==> src/rtl/amstrad_mem_pkg.sv <==
// Shared types and constants for the Amstrad memory-port arbiter.
package amstrad_mem_pkg;

    typedef enum logic [1:0] {
        ST_IDLE = 2'd0,
        ST_VID  = 2'd1,
        ST_CPU  = 2'd2,
        ST_DMA  = 2'd3
    } arb_state_e;

    // Requester IDs double as bit positions in the one-hot grant vector
    localparam int REQ_VID = 0;
    localparam int REQ_CPU = 1;
    localparam int REQ_DMA = 2;
    localparam int REQ_N   = 3;

    localparam logic [15:0] TIMEOUT_DATA = 16'hFFFF;

    function automatic logic [7:0] sel_byte(input logic [15:0] word, input logic hi);
        logic [7:0] b;
        if (hi) begin
            b = word[15:8];
        end else begin
            b = word[7:0];
        end
        return b;
    endfunction

endpackage

==> src/rtl/amstrad_mem_prio.sv <==
// Fixed-priority grant selector: video first, then a starved DMA, then CPU, then DMA.
module amstrad_mem_prio
    import amstrad_mem_pkg::*;
(
    input  logic             vid_req,
    input  logic             cpu_req,
    input  logic             dma_req,
    input  logic             starve_sat,
    output logic [REQ_N-1:0] gnt
);

    // One-hot winner selection
    always_comb begin
        gnt = 3'b000;
        if (vid_req) begin
            gnt[REQ_VID] = 1'b1;
        end else if (starve_sat && dma_req) begin
            gnt[REQ_DMA] = 1'b1;
        end else if (cpu_req) begin
            gnt[REQ_CPU] = 1'b1;
        end else if (dma_req) begin
            gnt[REQ_DMA] = 1'b1;
        end else begin
            gnt = 3'b000;
        end
    end

endmodule

==> src/rtl/amstrad_mem_arbiter.sv <==
// Arbitrates the single 16-bit memory port between video, Z80 and Plus-ASIC DMA,
// one transaction at a time with a per-transaction timeout.
module amstrad_mem_arbiter
    import amstrad_mem_pkg::*;
#(
    parameter int ADDR_W     = 23,
    parameter int STARVE_MAX = 4,
    parameter int TIMEOUT    = 31
) (
    input  logic              clk,
    input  logic              reset,
    input  logic              vid_req,
    input  logic [14:0]       vid_addr,
    output logic              vid_ack,
    output logic [15:0]       vid_data,
    input  logic              cpu_req,
    input  logic              cpu_we,
    input  logic [ADDR_W-1:0] cpu_addr,
    input  logic [7:0]        cpu_wdata,
    output logic              cpu_ack,
    output logic [7:0]        cpu_rdata,
    input  logic              dma_req,
    input  logic [ADDR_W-1:0] dma_addr,
    output logic              dma_ack,
    output logic [15:0]       dma_data,
    output logic [ADDR_W-1:0] mem_addr,
    output logic              mem_rd,
    output logic              mem_wr,
    output logic [1:0]        mem_be,
    output logic [15:0]       mem_wdata,
    input  logic [15:0]       mem_rdata,
    input  logic              mem_ack,
    output logic              timeout_err
);

    localparam int TMR_W = $clog2(TIMEOUT + 1);
    localparam int SV_W  = $clog2(STARVE_MAX + 1);
    // Abort fires on the edge where the counter would reach TIMEOUT
    localparam logic [TMR_W-1:0] TMR_LAST = TMR_W'(TIMEOUT - 1);
    localparam logic [SV_W-1:0]  SV_MAX   = SV_W'(STARVE_MAX);

    arb_state_e       state_r, state_n;
    logic [TMR_W-1:0] timer_r;
    logic [SV_W-1:0]  starve_r;
    logic             cpu_we_r;
    logic             cpu_byte_r;
    logic [REQ_N-1:0] gnt_s;
    logic             ack_any_s;
    logic             grant_s;
    logic             complete_s;
    logic             abort_s;
    logic [15:0]      rd_word_s;

    assign ack_any_s = vid_ack | cpu_ack | dma_ack;

    amstrad_mem_prio u_prio (
        .vid_req    (vid_req),
        .cpu_req    (cpu_req),
        .dma_req    (dma_req),
        .starve_sat (starve_r == SV_MAX),
        .gnt        (gnt_s)
    );

    // State register
    always_ff @(posedge clk or posedge reset) begin
        if (reset) begin
            state_r <= ST_IDLE;
        end else begin
            state_r <= state_n;
        end
    end

    // Next state; no grant while an ack is still on the wire, so IDLE lasts a cycle
    always_comb begin
        state_n    = state_r;
        grant_s    = 1'b0;
        complete_s = 1'b0;
        abort_s    = 1'b0;
        case (state_r)
            ST_IDLE: begin
                if (!ack_any_s && (gnt_s != 3'b000)) begin
                    grant_s = 1'b1;
                    if (gnt_s[REQ_VID]) begin
                        state_n = ST_VID;
                    end else if (gnt_s[REQ_CPU]) begin
                        state_n = ST_CPU;
                    end else begin
                        state_n = ST_DMA;
                    end
                end else begin
                    state_n = ST_IDLE;
                end
            end
            ST_VID, ST_CPU, ST_DMA: begin
                if (mem_ack) begin
                    complete_s = 1'b1;
                    state_n    = ST_IDLE;
                end else if (timer_r == TMR_LAST) begin
                    abort_s = 1'b1;
                    state_n = ST_IDLE;
                end else begin
                    state_n = state_r;
                end
            end
            default: begin
                state_n = ST_IDLE;
            end
        endcase
    end

    // Word returned to the requester: memory data, or the poison value on timeout
    always_comb begin
        rd_word_s = mem_rdata;
        if (abort_s) begin
            rd_word_s = TIMEOUT_DATA;
        end else begin
            rd_word_s = mem_rdata;
        end
    end

    // DMA anti-starvation counter
    always_ff @(posedge clk or posedge reset) begin
        if (reset) begin
            starve_r <= {SV_W{1'b0}};
        end else if (grant_s && (state_n == ST_DMA)) begin
            starve_r <= {SV_W{1'b0}};
        end else if (grant_s && (state_n == ST_CPU) && dma_req && (starve_r != SV_MAX)) begin
            starve_r <= starve_r + SV_W'(1);
        end
    end

    // Memory strobes, transaction timer, acks and returned data
    always_ff @(posedge clk or posedge reset) begin
        if (reset) begin
            timer_r     <= {TMR_W{1'b0}};
            cpu_we_r    <= 1'b0;
            cpu_byte_r  <= 1'b0;
            mem_addr    <= {ADDR_W{1'b0}};
            mem_rd      <= 1'b0;
            mem_wr      <= 1'b0;
            mem_be      <= 2'b00;
            mem_wdata   <= 16'h0000;
            vid_ack     <= 1'b0;
            cpu_ack     <= 1'b0;
            dma_ack     <= 1'b0;
            vid_data    <= 16'h0000;
            cpu_rdata   <= 8'h00;
            dma_data    <= 16'h0000;
            timeout_err <= 1'b0;
        end else begin
            vid_ack <= 1'b0;
            cpu_ack <= 1'b0;
            dma_ack <= 1'b0;
            if (grant_s) begin
                timer_r <= {TMR_W{1'b0}};
                case (state_n)
                    ST_VID: begin
                        mem_addr <= {{(ADDR_W-15){1'b0}}, vid_addr};
                        mem_rd   <= 1'b1;
                        mem_wr   <= 1'b0;
                        mem_be   <= 2'b00;
                    end
                    ST_CPU: begin
                        mem_addr   <= {1'b0, cpu_addr[ADDR_W-1:1]};
                        mem_rd     <= ~cpu_we;
                        mem_wr     <= cpu_we;
                        mem_be     <= cpu_we ? (cpu_addr[0] ? 2'b10 : 2'b01) : 2'b00;
                        mem_wdata  <= {cpu_wdata, cpu_wdata};
                        cpu_we_r   <= cpu_we;
                        cpu_byte_r <= cpu_addr[0];
                    end
                    ST_DMA: begin
                        mem_addr <= dma_addr;
                        mem_rd   <= 1'b1;
                        mem_wr   <= 1'b0;
                        mem_be   <= 2'b00;
                    end
                    default: begin
                        mem_rd <= 1'b0;
                        mem_wr <= 1'b0;
                    end
                endcase
            end else if (complete_s || abort_s) begin
                mem_rd <= 1'b0;
                mem_wr <= 1'b0;
                mem_be <= 2'b00;
                if (abort_s) begin
                    timeout_err <= 1'b1;
                end
                case (state_r)
                    ST_VID: begin
                        vid_ack  <= 1'b1;
                        vid_data <= rd_word_s;
                    end
                    ST_CPU: begin
                        cpu_ack <= 1'b1;
                        // Writes carry no read data, so the last read byte is kept
                        if (!cpu_we_r) begin
                            cpu_rdata <= sel_byte(rd_word_s, cpu_byte_r);
                        end
                    end
                    ST_DMA: begin
                        dma_ack  <= 1'b1;
                        dma_data <= rd_word_s;
                    end
                    default: begin
                        vid_ack <= 1'b0;
                    end
                endcase
            end else if (state_r != ST_IDLE) begin
                timer_r <= timer_r + TMR_W'(1);
            end
        end
    end

endmodule

==> config.mk <==
export PLATFORM = sky130hd
export DESIGN_NAME = amstrad_mem_arbiter
export DESIGN_NICKNAME = d
export VERILOG_FILES = /design/src/rtl/amstrad_mem_pkg.sv /design/src/rtl/amstrad_mem_prio.sv /design/src/rtl/amstrad_mem_arbiter.sv
export SDC_FILE = /design/constraint.sdc
export NUM_CORES = 1
export LEC_CHECK = 0
export BUFFER_PORTS_ARGS = -buffer_cell sky130_fd_sc_hd__buf_2
export CAP_MARGIN = 30
export CORE_ASPECT_RATIO = 1.75
export CORE_MARGIN = 2
export CORE_UTILIZATION = 45
export DETAILED_ROUTE_END_ITERATION = 10
export MAX_ROUTING_LAYER = met4
export PLACE_DENSITY = 0.79
export SLEW_MARGIN = 25
export SYNTH_ARGS = -nofsm -noshare
export SYNTH_HDL_FRONTEND = slang
export SYNTH_SLANG_ARGS = --single-unit
==> constraint.sdc <==
create_clock -name clk -period 5 [get_ports clk]
set_clock_uncertainty 0.2 [all_clocks]
set_input_delay 0.25 -clock clk [delete_from_list [all_inputs] [get_ports clk]]
set_output_delay 0.25 -clock clk [all_outputs]
set_load 0.01 [all_outputs]
-- Word level (Yosys, flattened, before mapping)
Index checks and enable logic that the tools add are counted.
- bits in registers: 99
- input bits: 92
- logic and storage cells: 107
- add/sub/neg operators: 2
- eq/ne operators: 11
- multiplexer cells: 47
- bitwise operators: 5
- reductions and logical operators: 25
- operators with widths (cell ; count):
    one-hot mux 23 bit (3 select lines) ; 1
    two-way mux 1 bit ; 26
    two-way mux 2 bit ; 10
    two-way mux 16 bit ; 1
    two-way mux 5 bit ; 3
    AND reduction 3 bit ; 3
    equality test 2 bit (second input constant) ; 4
    two-way mux 8 bit ; 1
    one-hot mux 2 bit (2 select lines) ; 2
    AND reduction 2 bit ; 4
    nonzero test 2 bit ; 4
    logical AND 1 bit ; 6
    two-way mux 3 bit ; 2
    nonzero test 3 bit ; 2
    adder 5 x 1 -> 5 bit (second input constant) ; 1
    equality test 5 bit (second input constant) ; 1
    equality test 2 x 1 -> 1 bit (second input constant) ; 2
    AND reduction 4 bit ; 1
    adder 3 x 1 -> 3 bit (second input constant) ; 1
    equality test 3 bit (second input constant) ; 1
    != test 3 x 2 -> 1 bit (second input constant) ; 1
    != test 3 bit (second input constant) ; 1
    NOT 1 bit ; 3
    OR reduction 3 bit ; 1
    other kinds (7) ; 8

-- Logic depth before layout (Yosys ltp)
- depth after elaboration: 14
- mapped depth: 9
- gate-level depth less buffers: 8

-- By module
A second synthesis with hierarchy kept.
- cell total of the unflattened synthesis: 393
- area total of the unflattened synthesis: 4048.9 um^2
- by module, submodules not included (module ; instances ; cells an instance ; area each (um^2) ; seq. area each (um^2)):
    amstrad_mem_arbiter ; 1 ; 388 ; 4011.3 ; 2277.2
    amstrad_mem_prio ; 1 ; 5 ; 37.5 ; 0.0

-- Least setup slack after synthesis
OpenSTA, ideal clock, no wires.
- path type: reg-to-reg
- start point: reg timer_r[0]
- end point: reg cpu_byte_r
- setup time: 0.127 ns
- arrival: 1.883 ns
- setup slack: 2.790 ns
- stages on the path, launching flop included: 8
- path buffers: 1
- cells stage by stage: dfrtp_1 > inv_1 > ha_1 > a41oi_2 > a221o_2 > nor2_4 > buf_6 > mux2_1
- word-level cells in the longest chain between the ends: 6
- ends and longest elaborated chain (what ; RTL line ; RTL):
    from (decl) ; amstrad_mem_arbiter.sv:43 ; logic [TMR_W-1:0] timer_r;
    from (signal assigned) ; amstrad_mem_arbiter.sv:135 ; timer_r <= {TMR_W{1'b0}};
    from (signal assigned) ; amstrad_mem_arbiter.sv:155 ; timer_r <= {TMR_W{1'b0}};
    from (signal assigned) ; amstrad_mem_arbiter.sv:211 ; timer_r <= timer_r + TMR_W'(1);
    equality test 5 bit ; amstrad_mem_arbiter.sv:98 ; end else if (timer_r == TMR_LAST) begin
    two-way mux 2 bit ; amstrad_mem_arbiter.sv:98 ;
    two-way mux 2 bit ; amstrad_mem_arbiter.sv:95 ; if (mem_ack) begin
    one-hot mux 2 bit (2 select lines) ; amstrad_mem_arbiter.sv:79 ; case (state_r)
    equality test 2 bit ; amstrad_mem_arbiter.sv:156 ; case (state_n)
    AND reduction 2 bit (no source line) ; -- ;
    to (signal assigned) ; amstrad_mem_arbiter.sv:170 ; cpu_byte_r <= cpu_addr[0];
    to (decl) ; amstrad_mem_arbiter.sv:46 ; logic cpu_byte_r;
No other way between the ends.
A chain may end at the register's enable or synchronous reset.

-- Worst setup path in the final report
- start point: reg timer_r[0]
- end point: reg mem_addr[10]
- word-level cells in the longest chain between the ends: 7
- ends and longest elaborated chain (what ; RTL line ; RTL):
    equality test 5 bit * ; amstrad_mem_arbiter.sv:98 ;
    two-way mux 2 bit * ; amstrad_mem_arbiter.sv:98 ;
    two-way mux 2 bit * ; amstrad_mem_arbiter.sv:95 ;
    one-hot mux 2 bit (2 select lines) * ; amstrad_mem_arbiter.sv:79 ;
    equality test 2 bit or equality test 2 x 1 -> 1 bit (tied branches) ; amstrad_mem_arbiter.sv:156 ;
    nonzero test 3 bit (no source line) ; -- ;
    AND reduction 2 bit (no source line) ; -- ;
    to (signal assigned) ; amstrad_mem_arbiter.sv:158 ; mem_addr <= {{(ADDR_W-15){1'b0}}, vid_addr};
    to (signal assigned) ; amstrad_mem_arbiter.sv:164 ; mem_addr <= {1'b0, cpu_addr[ADDR_W-1:1]};
    to (signal assigned) ; amstrad_mem_arbiter.sv:173 ; mem_addr <= dma_addr;
    to (decl) ; amstrad_mem_arbiter.sv:26 ; output logic [ADDR_W-1:0] mem_addr,
Every way passes the cells marked *; elsewhere a longest branch is shown, timed or not.

==> results.ini <==
[timing]
min_period_ns=3.21
hold_slack_ns=0.0166
setup_viol=0
finalHoldViolCount=0
setup-tns-final_ns=0
tightest_slew_ns=0.842
relSlewSlack_pct=43.7
fmax_mhz=312
post-route-period-util_pct=64.1
slew_violations=0
rsz0062_at_grt=no
timing.final.ws_setup_ns=1.79

[power_and_ir_drop]
powerDensity_mw_per_mm2=603
comb_power_share_pct=44.8
p_sw_mw=1.34
p_sw_share_pct=38.2
pwr-share-clk_pct=18.1
seqPwrFrac_pct=37.1
cell_internal_pwr_mw=2.17
max-vdd-ir-drop_mv=0.311
p_leak_nw=2.93

[yosys]
yosys_warnings=0
netlist_area_mm2=0.00412
synth_seq_area_share_pct=55.2
yosysTopAreaCell=dfrtp_1
ys_types=53
ys_top_cells_by_area=dfrtp_1 55%, nand2_1 7.6%, nor2_1 4.0%
syn_inst=401
synth_seq_cells=91
synth_flop_cell=dfrtp_1
syn_area_per_cell_um2=10.3
ys_async_sr_fraction_pct=100
synth_nets=497
synth_edf_count=0
synth_top_area_share_pct=55.2

[drt]
ant_nets=0
wl_mm=12.0
drtPass1Iterations=7
avgViaCountPerCell=5.24
routed-via-count=3880
route.detailed.drc=0
wire_per_inst_um=16.2
drt_iter0_markers=162

[die]
start_util_pct=45.9
dieHeight_um=131
design.portCount=179
die_area_mm2=0.00997
die_w_um=76.4
fp-row-count=46
core_area_mm2=0.00898

[setup_path]
setup.worst_path.end_class=flop
startpoint_type=flop
cp.required_ns=5.07
cp_max_fo=33
crit_type=flop to flop
cp_data_arrival_time_ns=3.28

[clocking]
postCtsHoldBufs=55
cts_resized=0
htreeDepth=3
worstSkewPairLatency_ns=0.33
path_clk_slew_ns=0.06
clock_path_buffers=2
cts_tree=done
root_buffer=clkbuf_16
cts_buffers=9
cts_setup_buffers=0
cts_sinks=91

[placement]
io_buffers=178
place_area_mm2=0.00498
gp_congestion=0.816
dpl.hpwl_mm=8.04
dp_slack_ns=2.25

[global_routing]
grt_pass1_wl_mm=19.3
grt_usage_pct=25.5
antenna_found_initial=0
grt_pass1_vias=4129
overflow=0
grt_max_degree=50

[worst_hold_path]
worstHoldPathType=input port to flop

[layout]
n_antenna_cell=0
final_common_cell=buf_2
final_core_util_pct=64.8
stdcell_area_mm2=0.00582
drive_gt1_share_pct=35.3
nNetsFinal=712
final_cell_mix=178 x buf_2, 91 x dfrtp_1, 83 x nand2_1
num-fill-cells=717
area_growth_pct=41.2

[outcome]
status=complete, no violations

[flow_run]
maxCapViolCount=0

## Yosys cell counts (all sizes together) (2+ instances only)
cell / n
dfrtp: 91
a211oi: 10
nor3: 2
buf: 17
nand2: 84
a221o: 2
a222oi: 15
mux2: 9
and3: 4
a22oi: 7
nand3: 4
inv: 9
ha: 4
nor2: 45
xor2: 3
o21ai: 29
clkbuf: 14
or3: 2
nand4: 3
and2: 2
a21oi: 18
nor2b: 8
## stage by stage
| step | total power, mW | cells |
|---|---|---|
| floorplan | 2.19 | 401 |
| detailed placement | 2.67 | 670 |
| CTS | 3.50 | 741 |
| global placement | 2.59 | 670 |
| global route | 3.74 | 741 |
| finish | 3.51 | 741 |
## power groups by stage
stage	Clock, mW	Sequential [mW]	Combinational, mW
final	0.635	1.30	1.57
after global routing	0.679	1.34	1.72
after floorplan	0	1.40	0.793
after CTS	0.649	1.30	1.55
after detailed placement	0	1.30	1.36
after global placement	0	1.29	1.30
## routing by layer
metal	vias to the layer above	wire, µm	GRT usage, %
met5	-	0	-
met4	0	337	11.7
met3	27	822	5.08
met2	202	6380	46.6
met1	1828	4480	26.3
li1	1823	-	-
## cell families (layout without fill, tap and decap cells)
group	count (synthesis)	count (layout)	synth area share (%)
simple gates	159	159	17.8
mux	9	9	2.46
flops	91	91	55.2
compound gates	93	93	16.7
buf+inv	41	261	5.83
xor+xnor	4	4	0.850
fa+ha+maj	4	4	1.21
## worst max-delay path, stage by stage (launching register included)
cell and delay (ns):
dfrtp_1 0.42, inv_1 0.07, ha_1 0.20, a41oi_2 0.18, a221o_2 0.49, nor2_4 0.66, a222oi_1 0.21, nand2_1 0.13
dlygate4sd3_1 0.55
## sequential cells by signal (all words and copies together) (netlist names), 2 cells and up
signal and count:
cpu_rdata 8, mem_addr 23, dma_data 16, state_r 2, starve_r 3, timer_r 5, vid_data 16, mem_be 2
mem_wdata 8
## cell type report
| class | instances | area, µm² | area share (%) |
|---|---|---|---|
| clock buffers | 13 | 260 | 4.47 |
| well taps | 120 | 150 | 2.58 |
| inverters | 10 | 40.0 | 0.688 |
| repair buffers | 235 | 1460 | 25.0 |
| flip-flops and latches | 91 | 2280 | 39.1 |
| clock inverters | 3 | 22.5 | 0.387 |
| multi-input cells | 269 | 1610 | 27.7 |
## final timing paths
| kind | from | end | slack [ns] | depth (start not counted) |
|---|---|---|---|---|
| min in group asynchronous | reset | dma_data[5]$_DFFE_PP0P_ | 0.36 | 3 |
| worst max register to register | timer_r[0]$_DFFE_PP0P_ | mem_addr[10]$_DFFE_PP0P_ | 1.79 | 8 |
| max in group asynchronous | reset | timer_r[1]$_DFFE_PP0P_ | 3.16 | 4 |
| worst min register to register | dma_data[10]$_DFFE_PP0P_ | dma_data[10]$_DFFE_PP0P_ | 0.28 | 2 |
| worst min-delay path | cpu_we | cpu_we_r$_DFFE_PP0P_ | 0.02 | 3 |
| worst max-delay path | timer_r[0]$_DFFE_PP0P_ | mem_addr[10]$_DFFE_PP0P_ | 1.79 | 8 |
Note: power is estimated with default switching activity, not from simulation.
